**config.mk**
```make
export PLATFORM = sky130hd
export DESIGN_NAME = character_motion_ctl
export DESIGN_NICKNAME = d
export VERILOG_FILES = /design/src/rtl/character_motion_ctl.sv
export SDC_FILE = /design/constraint.sdc
export NUM_CORES = 1
export LEC_CHECK = 0
export ABC_AREA = 1
export CAP_MARGIN = 0
export CORE_AREA = 2 2 119 179
export CTS_BUF_LIST = sky130_fd_sc_hd__clkbuf_8
export CTS_CLUSTER_DIAMETER = 200
export DETAILED_ROUTE_END_ITERATION = 10
export DIE_AREA = 0 0 121 181
export PLACE_DENSITY = 0.73
export SLEW_MARGIN = 20
export SYNTH_ARGS = -nofsm -noshare
export SYNTH_HDL_FRONTEND = slang
export SYNTH_SLANG_ARGS = --single-unit
export TNS_END_PERCENT = 50
```
**constraint.sdc**
```tcl
create_clock -name clk -period 12.05 [get_ports clk]
set_clock_uncertainty 0.05 [all_clocks]
set_input_delay 2.41 -clock clk [delete_from_list [all_inputs] [get_ports clk]]
set_output_delay 2.41 -clock clk [all_outputs]
set_load 0.02 [all_outputs]
```
**src/rtl/character_motion_ctl.sv**
```systemverilog
// character_motion_ctl
// Per-frame movement state machine for the player sprite: walk (with ramp
// following), ladder climb, jump and fall. Position/state advance only on
// clock edges where tick=1; outputs hold between ticks.
//
// Ports
//   clk, rst_n                 clock, asynchronous active-low reset
//   tick                       one-cycle movement strobe (once per frame)
//   btn_left/right/up/down     level button inputs (already synchronised)
//   btn_jump                   jump request
//   ladder                     sprite overlaps a ladder
//   ramp[1:0]                  01 rises right, 10 rises left, 00 flat
//   limit_ypos_min/max         top/bottom stop of current ladder
//   end_of_ramp                sprite walked off a ramp edge
//   landing_ypos               y to land on after a fall
//   xpos, ypos                 registered sprite position
//   state                      0 WALK, 1 CLIMB, 2 JUMP, 3 FALL
//   facing                     0 left, 1 right
//
// Build option: define AIR_CONTROL_EN to allow left/right steering while in
// JUMP/FALL. Without it xpos and facing are frozen in the air.
module character_motion_ctl #(
    parameter int X_INIT     = 64,
    parameter int Y_INIT     = 655,
    parameter int X_MIN      = 0,
    parameter int X_MAX      = 976,
    parameter int WALK_STEP  = 2,
    parameter int CLIMB_STEP = 2,
    parameter int RAMP_DIV   = 8,
    parameter int JUMP_V0    = -10,
    parameter int GRAVITY    = 1,
    parameter int FALL_VMAX  = 8
) (
    input  logic        clk,
    input  logic        rst_n,
    input  logic        tick,
    input  logic        btn_left,
    input  logic        btn_right,
    input  logic        btn_up,
    input  logic        btn_down,
    input  logic        btn_jump,
    input  logic        ladder,
    input  logic [1:0]  ramp,
    input  logic [11:0] limit_ypos_min,
    input  logic [11:0] limit_ypos_max,
    input  logic        end_of_ramp,
    input  logic [11:0] landing_ypos,
    output logic [11:0] xpos,
    output logic [11:0] ypos,
    output logic [2:0]  state,
    output logic        facing
);

    typedef enum logic [2:0] {
        ST_WALK  = 3'd0,
        ST_CLIMB = 3'd1,
        ST_JUMP  = 3'd2,
        ST_FALL  = 3'd3
    } state_t;

    // 14-bit signed intermediates: one bit of headroom over 13 so that
    // 4095 + a positive velocity cannot wrap before saturation.
    localparam logic [11:0]        X_INIT_C   = 12'(X_INIT);
    localparam logic [11:0]        Y_INIT_C   = 12'(Y_INIT);
    localparam logic signed [13:0] X_MIN_S    = 14'(X_MIN);
    localparam logic signed [13:0] X_MAX_S    = 14'(X_MAX);
    localparam logic signed [13:0] WALK_S     = 14'(WALK_STEP);
    localparam logic signed [13:0] CLIMB_S    = 14'(CLIMB_STEP);
    localparam logic signed [7:0]  JUMP_V0_S  = 8'(JUMP_V0);
    localparam logic signed [7:0]  GRAV_S     = 8'(GRAVITY);
    localparam logic signed [7:0]  VMAX_S     = 8'(FALL_VMAX);
    localparam logic [4:0]         RAMP_DIV_C = 5'(RAMP_DIV);
    localparam logic [4:0]         WALK_CNT   = 5'(WALK_STEP);

    function automatic logic signed [13:0] ext_pos(input logic [11:0] p);
        return $signed({2'b00, p});
    endfunction

    function automatic logic signed [13:0] ext_vel(input logic signed [7:0] v);
        return $signed({{6{v[7]}}, v});
    endfunction

    function automatic logic [11:0] sat12(input logic signed [13:0] v);
        if (v < 14'sd0)
            return 12'd0;
        else if (v > 14'sd4095)
            return 12'hFFF;
        else
            return v[11:0];
    endfunction

    state_t             state_reg, state_next;
    logic [11:0]        x_reg, x_next;
    logic [11:0]        y_reg, y_next;
    logic               facing_reg, facing_next;
    logic signed [7:0]  vel_reg, vel_next;
    logic [4:0]         ramp_cnt_reg, ramp_cnt_next;
    logic [11:0]        land_y_reg, land_y_next;
    logic [11:0]        base_y_reg, base_y_next;

    // scratch values
    logic signed [13:0] x_step, y_s, y_sum;
    logic [11:0]        x_clamped, y_climb, y_air;
    logic               one_dir, x_moves, on_slope, uphill;
    logic [4:0]         cnt_sum;
    logic signed [7:0]  v_inc, v_air;

    always_ff @(posedge clk or negedge rst_n) begin
        if (!rst_n) begin
            state_reg    <= ST_WALK;
            x_reg        <= X_INIT_C;
            y_reg        <= Y_INIT_C;
            facing_reg   <= 1'b1;
            vel_reg      <= '0;
            ramp_cnt_reg <= '0;
            land_y_reg   <= '0;
            base_y_reg   <= '0;
        end else begin
            state_reg    <= state_next;
            x_reg        <= x_next;
            y_reg        <= y_next;
            facing_reg   <= facing_next;
            vel_reg      <= vel_next;
            ramp_cnt_reg <= ramp_cnt_next;
            land_y_reg   <= land_y_next;
            base_y_reg   <= base_y_next;
        end
    end

    always_comb begin
        state_next    = state_reg;
        x_next        = x_reg;
        y_next        = y_reg;
        facing_next   = facing_reg;
        vel_next      = vel_reg;
        ramp_cnt_next = ramp_cnt_reg;
        land_y_next   = land_y_reg;
        base_y_next   = base_y_reg;

        // Horizontal candidate shared by walking and (optionally) air control.
        one_dir  = btn_left ^ btn_right;
        x_step   = btn_right ? (ext_pos(x_reg) + WALK_S) : (ext_pos(x_reg) - WALK_S);
        if (x_step < X_MIN_S)
            x_clamped = X_MIN_S[11:0];
        else if (x_step > X_MAX_S)
            x_clamped = X_MAX_S[11:0];
        else
            x_clamped = x_step[11:0];
        x_moves  = one_dir && (x_clamped != x_reg);
        on_slope = (ramp == 2'b01) || (ramp == 2'b10);
        // Going uphill means y decreases (screen y grows downward).
        uphill   = (ramp == 2'b01) ? btn_right : btn_left;
        cnt_sum  = ramp_cnt_reg + WALK_CNT;

        y_s      = ext_pos(y_reg);
        y_sum    = '0;
        y_climb  = y_reg;
        y_air    = y_reg;
        v_inc    = vel_reg + GRAV_S;
        v_air    = v_inc;

        if (tick) begin
            unique case (state_reg)
                ST_WALK: begin
                    if (!on_slope)
                        ramp_cnt_next = '0;
                    if (end_of_ramp) begin
                        land_y_next = landing_ypos;
                        vel_next    = '0;
                        state_next  = ST_FALL;
                    end else if (ladder && ((btn_up && (y_reg > limit_ypos_min)) ||
                                            (btn_down && (y_reg < limit_ypos_max)))) begin
                        state_next = ST_CLIMB;
                    end else if (btn_jump) begin
                        base_y_next = y_reg;
                        vel_next    = JUMP_V0_S;
                        state_next  = ST_JUMP;
                    end else if (one_dir) begin
                        x_next      = x_clamped;
                        facing_next = btn_right;
                        // Blocked moves at the clamp do not advance along the ramp.
                        if (x_moves && on_slope) begin
                            if (cnt_sum >= RAMP_DIV_C) begin
                                ramp_cnt_next = cnt_sum - RAMP_DIV_C;
                                y_next = uphill ? sat12(y_s - 14'sd1) : sat12(y_s + 14'sd1);
                            end else begin
                                ramp_cnt_next = cnt_sum;
                            end
                        end
                    end
                end

                ST_CLIMB: begin
                    if (!ladder) begin
                        state_next = ST_WALK;
                    end else begin
                        if (btn_up && !btn_down) begin
                            y_sum   = y_s - CLIMB_S;
                            y_climb = (y_sum < ext_pos(limit_ypos_min)) ? limit_ypos_min : y_sum[11:0];
                        end else if (btn_down && !btn_up) begin
                            y_sum   = y_s + CLIMB_S;
                            y_climb = (y_sum > ext_pos(limit_ypos_max)) ? limit_ypos_max : y_sum[11:0];
                        end
                        y_next = y_climb;
                        if ((y_climb == limit_ypos_min) || (y_climb == limit_ypos_max))
                            state_next = ST_WALK;
                    end
                end

                ST_JUMP: begin
                    if (end_of_ramp) begin
                        land_y_next = landing_ypos;
                        state_next  = ST_FALL;
                    end else begin
                        y_air = sat12(y_s + ext_vel(vel_reg));
                        // Land when the following step would reach the take-off line.
                        if ((v_inc > 8'sd0) &&
                            (ext_pos(y_air) + ext_vel(v_inc) >= ext_pos(base_y_reg))) begin
                            y_next     = base_y_reg;
                            vel_next   = '0;
                            state_next = ST_WALK;
                        end else begin
                            y_next   = y_air;
                            vel_next = v_inc;
                        end
                    end
                end

                ST_FALL: begin
                    v_air = (v_inc > VMAX_S) ? VMAX_S : v_inc;
                    y_air = sat12(y_s + ext_vel(v_air));
                    if (y_air >= land_y_reg) begin
                        y_next     = land_y_reg;
                        vel_next   = '0;
                        state_next = ST_WALK;
                    end else begin
                        y_next   = y_air;
                        vel_next = v_air;
                    end
                end

                default: begin
                    state_next = ST_WALK;
                end
            endcase

`ifdef AIR_CONTROL_EN
            if (((state_reg == ST_JUMP) || (state_reg == ST_FALL)) && one_dir) begin
                x_next      = x_clamped;
                facing_next = btn_right;
            end
`endif
        end
    end

    assign xpos   = x_reg;
    assign ypos   = y_reg;
    assign state  = state_reg;
    assign facing = facing_reg;

endmodule

```
==> reports/results.tsv, run 1 <==
stage	metric	value	unit
logic_synthesis	Post-synth EDFFs	0	
critical_path	CP arrival	7.16	ns
floorplanning	Core Region	0.0203	mm²
route	vias	10908	
route	max layer used	met4	
critical_path	Crit path max-delay family	simple AND/OR/NAND/NOR gates	
logic_synthesis	dominant cells by area after synthesis	nand2_1, ha_1, dfrtp_1	
layout	P&R area growth vs syn	10.1	%
clock_network	hold buffers post-CTS	0	
layout	Sequential Area	0.00159	mm²
grt	initial antenna violation count	0	
layout	Multi-input gate area	0.00727	mm²
clock_network	clock sink total	63	
layout	final antenna diode count	0	
clock_network	clk slew on worst S/H paths	0.08	ns
floorplanning	num rows	64	
critical_path	crit start category	flip-flop	
grt	total grt overflow	0	
timing	fmax	0.144	GHz
logic_synthesis	Post-Syn Area	0.0101	mm²
layout	nets	1819	
route	Post-route DRC	0	
timing	Slew Viols, Final	0	
clock_network	post_cts resized	0	
clock_network	setup bufs post-CTS	0	
logic_synthesis	Main synth FF type	dfrtp_1	
timing	Tmin final	6.94	ns
timing	endpoints failing setup	0	
layout	layout cell share with drive strength beyond 1	7.30	%
route	met3 routed wirelength	2.04	mm
timing	setup TNS	0	ns
logic_synthesis	async set-or-reset flop fraction in the synthesized netlist	100	%
logic_synthesis	Yosys cell types	52	
placement	number of port buffers	74	
grt	largest net degree at the start of global routing	64	
critical_path	CP endpoint kind	flip-flop	
logic_synthesis	YS warnings	0	
route	Iter 0 DRT Violations	800	
clock_network	CTS buffer count	9	
logic_synthesis	Synthesized Nets	1772	
worst_hold_path	HP Class	flip-flop to flip-flop	
critical_path	Req. time, crit path	12.27	ns
critical_path	WP buf/inv	6	
clock_network	clk root buf	clkbuf_8	
timing	RSZ-0062 raised after global routing	false	
route	drt pass-1 iters	5	
critical_path	flop2flop setup slack	5.11	ns
clock_network	Max clock buf depth	2	
floorplanning	Die X	121	µm
critical_path	crit path max fanout	27	
layout	commonest non-fill, non-tap cell in the layout	nand2_1	
route	via density per instance	5.68	
critical_path	most common cell type on the critical path	nand2_1	
route	Routed WL	33.6	mm
placement	HPWL after DPL	27.0	mm
logic_synthesis	Post-Synthesis Cells	1605	
floorplanning	full die area	0.0219	mm²
logic_synthesis	area leader, netlist	nand2_1	
timing	period utilisation layout	57.6	%
grt	vias in the first global route	10494	
critical_path	Critical Path Max Stage Delay	0.72	ns
clock_network	Clock Latency Late Sink	0.38	ns
critical_path	CP max stage cell	dfstp_2	
route	Routed Antenna Nets	0	
clock_network	TritonCTS clock tree	built	
grt	all-layer global routing usage	30.7	%
floorplanning	Initial Utilization	49.7	%
logic_synthesis	fraction of synthesized cell area taken by the top area cell type	15.7	%
placement	gp weighted congestion	1.06	
timing	slew margin rel.	34.9	%
layout	final core occ	54.7	%
layout	FILL cells	2057	
clock_network	H-tree levels	3	
grt	first-pass GRT wire length	53.0	mm
run	MaxCap Viol Count	0	
logic_synthesis	FF+latch count, synth	63	
layout	most frequent cells in the layout	nand2_1, inv_1, nand3_1, nor2_1, ha_1	
logic_synthesis	Avg Cell Area, Syn	6.27	µm²
route	metal1 wirelength	12.2	mm
route	WL per Instance	17.5	µm
status	run status	finished, final reports clean	
timing	Final Hold Violating Endpoints	0	
floorplanning	chip height	181	µm
timing	worst-margin pin slew	0.971	ns
critical_path	kind of critical path	flip-flop to flip-flop	
floorplanning	I/O Pins	76	
logic_synthesis	sequential fraction of the synthesis area	15.8	%
timing	worst hold slack	0.447	ns
route	metal2 WL	16.6	mm
-- layer usage --
layer	up-vias	GRT usage, %
li1	5348	-
met3	144	3.91
met2	475	53.4
met1	4941	33.2
met5	-	0
met4	0	23.3
-- final timing paths --
check,start,cells past startpoint,to
worst max register to register,ypos[1],35,state[0]
worst min register to register,base_y_reg[4],2,base_y_reg[4]
worst max-delay path,ypos[1],35,state[0]
min in group asynchronous,rst_n,2,base_y_reg[3]
max in group asynchronous,rst_n,2,xpos[4]
worst min-delay path,base_y_reg[4],2,base_y_reg[4]
-- worst reg2reg max path, delay by kind of cell (launching register included) --
kind | cells | cell delay (ns)
flops | 1 | 0.72
compound gates | 9 | 1.94
simple gates | 15 | 1.94
fa+ha+maj | 4 | 1.32
buf+inv | 6 | 0.68
xor+xnor | 1 | 0.18
-- through the flow --
stage	worst slack [ns]	cell area (µm²)	cells
after global placement	5.37	10800	1904
final	5.11	11100	1921
after detailed placement	5.16	10800	1904
after CTS	5.15	11100	1920
after floorplan	6.40	10100	1605
after global routing	4.26	11100	1921
-- area by class of cell --
cell class | count | share of cell area (%)
sequential | 63 | 14.3
multi-input combinational | 1266 | 65.6
inverter | 233 | 7.89
tap | 264 | 2.98
timing repair buffer | 79 | 7.01
clock buffer | 9 | 1.12
clock inverter | 7 | 1.08
-- cells by family (layout without fill, tap and decap cells) --
| group | after synthesis | after routing | share of synthesized area (%) |
|---|---|---|---|
| buf+inv | 276 | 328 | 12.0 |
| other cells | 1 | 1 | 0.0372 |
| simple gates | 833 | 833 | 37.3 |
| xor+xnor | 69 | 69 | 6.00 |
| flops | 63 | 63 | 15.8 |
| fa+ha+maj | 119 | 119 | 15.0 |
| compound gates | 244 | 244 | 13.8 |
-- synthesized netlist by cell type (12+ instances only) --
cell      instances
a21oi_1         114
ha_1            116
xor2_1           56
nand2_1         422
nand3_1         151
nor2_1          125
inv_1           221
nor3_1           19
dfrtp_1          55
o21ai_0          68
nand2_2          44
nand4_1          30
xnor2_1          13
clkbuf_1         12
Power of run 1 is left out: the tool's default activity adds up to more than one toggle a clock period on the data nets, which glitch-free logic cannot reach.
==> run 2, diff against run 1 <==
PLACE_DENSITY = 0.76   (was 0.73)
clock period = 5.65 ns   (was 12.05 ns; I/O delays follow)
==> reports/results.tsv, run 2 (synthesis gave the netlist of run 1 again) <==
stage	metric	value	unit	change
clock_network	clk root buf	clkbuf_8		
grt	largest net degree at the start of global routing	64		unchanged
critical_path	crit path max fanout	7		-74%
floorplanning	num rows	64		unchanged
timing	Final Hold Violating Endpoints	0		unchanged
placement	number of port buffers	74		unchanged
timing	worst-margin pin slew	0.929	ns	-0.0422 ns
critical_path	Req. time, crit path	5.91	ns	-6.36 ns
layout	most frequent cells in the layout	nand2_1, inv_1, nand3_1, nor2_1		
route	via density per instance	5.66		-0.28%
layout	layout cell share with drive strength beyond 1	12.2	%	+4.9 points
floorplanning	I/O Pins	76		unchanged
grt	all-layer global routing usage	31.8	%	+1.2 points
clock_network	TritonCTS clock tree	built		
timing	fmax	0.183	GHz	+27%
floorplanning	Core Region	0.0203	mm²	unchanged
critical_path	CP max stage cell	dfrtp_1		
critical_path	most common cell type on the critical path	nand2_2		
timing	period utilisation layout	96.6	%	+39 points
layout	final antenna diode count	0		unchanged
floorplanning	full die area	0.0219	mm²	unchanged
layout	FILL cells	2020		-1.8%
route	Routed WL	35.4	mm	+5.2%
grt	first-pass GRT wire length	54.6	mm	+3.0%
placement	gp weighted congestion	0.987		-6.5%
clock_network	H-tree levels	3		unchanged
clock_network	hold buffers post-CTS	0		unchanged
timing	endpoints failing setup	0		unchanged
layout	P&R area growth vs syn	15.6	%	
route	drt pass-1 iters	5		unchanged
route	WL per Instance	17.9	µm	+2.1%
timing	slew margin rel.	38.1	%	+3.1 points
grt	total grt overflow	0		unchanged
critical_path	Critical Path Max Stage Delay	0.37	ns	-0.35 ns
critical_path	kind of critical path	flip-flop to flip-flop		
timing	Tmin final	5.46	ns	-1.48 ns
layout	commonest non-fill, non-tap cell in the layout	nand2_1		
floorplanning	Die X	121	µm	unchanged
clock_network	clk slew on worst S/H paths	0.07	ns	about the same
grt	vias in the first global route	10752		+2.5%
timing	Slew Viols, Final	0		unchanged
status	run status	finished, final reports clean		
floorplanning	Initial Utilization	49.7	%	unchanged
clock_network	Max clock buf depth	2		unchanged
critical_path	crit start category	flip-flop		
critical_path	CP endpoint kind	flip-flop		
layout	fin area	0.0116	mm²	+5.0%
run	MaxCap Viol Count	0		unchanged
clock_network	CTS buffer count	9		unchanged
worst_hold_path	HP Class	flip-flop to flip-flop		
floorplanning	chip height	181	µm	unchanged
placement	HPWL after DPL	27.6	mm	+1.9%
route	Post-route DRC	0		unchanged
route	Routed Antenna Nets	0		unchanged
route	Iter 0 DRT Violations	741		-7.4%
clock_network	clock sink total	63		unchanged
layout	fin cells	1979		+3.0%
placement	Cells after DPL	1943		+2.0%
clock_network	Clock Latency Late Sink	0.39	ns	about the same
layout	nets	1877		+3.2%
grt	initial antenna violation count	0		unchanged
placement	Cell Area, Placed	0.0111	mm²	+2.8%
critical_path	CP arrival	5.72	ns	-1.44 ns
route	vias	11206		+2.7%
run 2: critical path: cells and delay by family (launching register included):
kind	cells	cell delay (ns)
AO/OA/AOI/OAI	9	1.37
flip-flops	1	0.37
buffers and inverters	8	0.89
adder cells (fa/ha/maj)	3	0.70
AND/OR/NAND/NOR	18	2.01
run 2: area by class of cell:
class,instances,area [µm²],area share (%)
sequential,63,1590,13.6
tap,264,330,2.84
multi-input combinational,1268,7440,63.9
timing repair inverter,1,5.00,0.0430
timing repair buffer,134,1220,10.5
clock buffer,11,151,1.30
inverter,233,882,7.58
clock inverter,5,26.3,0.226
run 2: per-stage QoR:
| step | utilization (%) | hold slack, ns | TNS [ns] | setup WS, ns |
|---|---|---|---|---|
| after floorplan | - | 0.403 | 0 | 0.0784 |
| after global placement | 54.9 | 0.419 | 0 | 0.0620 |
| after detailed placement | 54.9 | 0.424 | -0.271 | -0.0772 |
| after CTS | 55.8 | 0.440 | 0 | 0.0509 |
| after global routing | 57.5 | 0.485 | -0.566 | -0.113 |
| final | 57.5 | 0.437 | 0 | 0.191 |
run 2: final timing paths:
kind	from	endpoint	slack, ns	cells after the start
max	vel_reg[0]	vel_reg[7]	0.19	38
min	base_y_reg[2]	base_y_reg[2]	0.44	2
max reg2reg	vel_reg[0]	vel_reg[7]	0.19	38
min reg2reg	base_y_reg[2]	base_y_reg[2]	0.44	2
max in group asynchronous	rst_n	land_y_reg[10]	4.03	2
min in group asynchronous	rst_n	base_y_reg[3]	0.89	2
run 2: routing by layer:
layer,vias up,GRT usage (%),share of wire [%]
li1,5469,-,-
met5,-,0,0
met1,5104,34.3,36
met3,155,4.10,6.3
met4,0,24.2,8.2
met2,478,55.5,49
run 2: repair_timing:
| item | in CTS | in global routing |
|---|---|---|
| cloned | 0 | 4 |
| pin swaps | 0 | 16 |
| setup buffers | 0 | 16 |
| setup endpoints to repair | 13 | 22 |
| resized for setup | 2 | 44 |
Power of run 2 is left out for the same reason.
==> run 3, diff against run 2 <==
MAX_ROUTING_LAYER = met4   (was not set)
==> reports/results.tsv, run 3 (synthesis gave the netlist of run 1 again) <==
stage	metric	value	unit	change
timing	Final Hold Violating Endpoints	0		unchanged
placement	gp weighted congestion	1.03		+4.8%
grt	all-layer global routing usage	33.3	%	+1.4 points
placement	Cell Area, Placed	0.0111	mm²	about the same
critical_path	CP arrival	5.50	ns	-0.22 ns
route	drt pass-1 iters	8		+3
grt	total grt overflow	0		unchanged
critical_path	Critical Path Max Stage Delay	0.51	ns	+0.14 ns
placement	HPWL after DPL	28.2	mm	+2.3%
grt	vias in the first global route	10865		+1.1%
worst_hold_path	Hold Crit Depth	2		unchanged
grt	largest net degree at the start of global routing	64		unchanged
critical_path	crit start category	flip-flop		
timing	Slew Viols, Final	0		unchanged
critical_path	WP buf/inv	5		-3
layout	P&R area growth vs syn	14.8	%	
floorplanning	chip height	181	µm	unchanged
timing	slew margin rel.	23.8	%	-14 points
placement	number of port buffers	74		unchanged
critical_path	Crit path max-delay family	simple AND/OR/NAND/NOR gates		
timing	fmax	0.189	GHz	+3.2%
critical_path	RR Startpoint	vel_reg[2]		
grt	met1 GRT Util	34.8	%	+0.52 points
clock_network	CTS buffer count	9		unchanged
grt	Global Route met3 Usage	3.79	%	-0.32 points
timing	period utilisation layout	93.6	%	-3.0 points
floorplanning	Core Region	0.0203	mm²	unchanged
floorplanning	Initial Utilization	49.7	%	unchanged
timing	worst hold slack	0.443	ns	+0.00572 ns
timing	RSZ-0062 raised after global routing	true		
critical_path	reg2reg end	ypos[6]		
route	Post-route DRC	0		unchanged
status	run status	finished, final reports clean		
worst_hold_path	HP Class	flip-flop to flip-flop		
floorplanning	full die area	0.0219	mm²	unchanged
route	Iter 0 DRT Violations	789		+6.5%
grt	grt met2 use	56.0	%	+0.52 points
critical_path	CP max stage cell	dfrtp_1		
clock_network	Max clock buf depth	2		unchanged
floorplanning	I/O Pins	76		unchanged
clock_network	Clock Latency Late Sink	0.38	ns	about the same
route	Routed WL	35.1	mm	-0.90%
floorplanning	num rows	64		unchanged
route	vias	11120		-0.77%
grt	first-pass GRT wire length	55.4	mm	+1.4%
clock_network	clock sink total	63		unchanged
layout	nets	1861		-0.85%
route	via density per instance	5.66		about the same
timing	worst-margin pin slew	1.13	ns	+0.202 ns
critical_path	CP endpoint kind	flip-flop		
grt	initial antenna violation count	0		unchanged
critical_path	r2r worst-path depth	33		-13%
clock_network	clk root buf	clkbuf_8		
critical_path	Req. time, crit path	5.86	ns	-0.05 ns
grt	GRT busiest layer	met2		
run	MaxCap Viol Count	0		unchanged
layout	fin area	0.0116	mm²	-0.75%
critical_path	most common cell type on the critical path	nand2_1		
worst_hold_path	Hold Path Origin	base_y_reg[4]		
floorplanning	Die X	121	µm	unchanged
route	WL per Instance	17.9	µm	about the same
layout	layout cell share with drive strength beyond 1	11.5	%	-0.65 points
layout	fin cells	1963		-0.81%
timing	Tmin final	5.29	ns	-0.168 ns
critical_path	kind of critical path	flip-flop to flip-flop		
critical_path	flop2flop setup slack	0.36	ns	+0.17 ns
placement	Cells after DPL	1942		-0.051%
layout	most frequent cells in the layout	nand2_1, inv_1, nand3_1, nor2_1, ha_1		
timing	endpoints failing setup	0		unchanged
layout	final antenna diode count	0		unchanged
clock_network	H-tree levels	3		unchanged
clock_network	clk slew on worst S/H paths	0.08	ns	about the same
worst_hold_path	WHS Endpoint	base_y_reg[4]		
clock_network	TritonCTS clock tree	built		
route	Routed Antenna Nets	0		unchanged
layout	commonest non-fill, non-tap cell in the layout	nand2_1		
critical_path	crit path max fanout	20		+13
-- run 3: cell count changes in the layout (fill, tap and decap cells not counted), sizes merged --
cell | before | now
buf | 60 | 48
bufinv | 0 | 3
clkbuf | 12 | 11
clkinv | 8 | 7
clkinvlp | 3 | 1
inv | 228 | 227
nand2 | 473 | 471
-- run 3: repair_timing --
action | 4_1_cts | 5_1_grt
resized for setup | 3 | 38
hold buffers | 0 | 0
buffers inserted | 0 | 5
pin swaps | 0 | 7
endpoints found under the setup margin | 6 | 22
-- run 3: metrics by stage --
stage                     setup slack (ns)  setup TNS [ns]  utilization (%)
after floorplan                     0.0784               0                -
after global placement               0.129               0             54.9
after detailed placement           -0.0722          -0.134             54.9
after CTS                           0.0481               0             56.2
after global routing               -0.0703          -0.357             57.0
final                                0.359               0             57.0
-- run 3: area by class of cell --
type	count	area [µm²]
Timing Repair Buffer	121	1110
Fill cell	2035	8710
Sequential cell	63	1590
Tap cell	264	330
Clock inverter	5	104
Clock buffer	11	151
Inverter	233	878
Multi-Input combinational cell	1266	7390
-- run 3: metal layers --
metal  up-vias  part of all wire [%]
met1      5055                    37
met2       466                    49
met5         -                     0
met3       165                   5.6
met4         0                   8.9
li1       5434                     -
-- run 3: worst register-to-register path: cells and delay by family (launching register included) --
family          cells  cell delay (ns)
compound gates      8             1.08
xor+xnor            1             0.18
flops               1             0.51
buf+inv             5             0.47
simple gates       16             1.87
fa+ha+maj           3             1.01
-- run 3: worst max path at each step --
stage | startpoint | endpoint | slack [ns] | cells after the start
after floorplan | ypos[1] | state[0] | 0.08 | 35
after global placement | ypos[0] | state[0] | 0.13 | 36
after detailed placement | ypos[0] | state[1] | -0.07 | 36
after CTS | ypos[0] | ypos[5] | 0.05 | 38
after global routing | ypos[0] | ypos[4] | -0.07 | 36
final | vel_reg[2] | ypos[6] | 0.36 | 33
Power of run 3 is left out for the same reason.
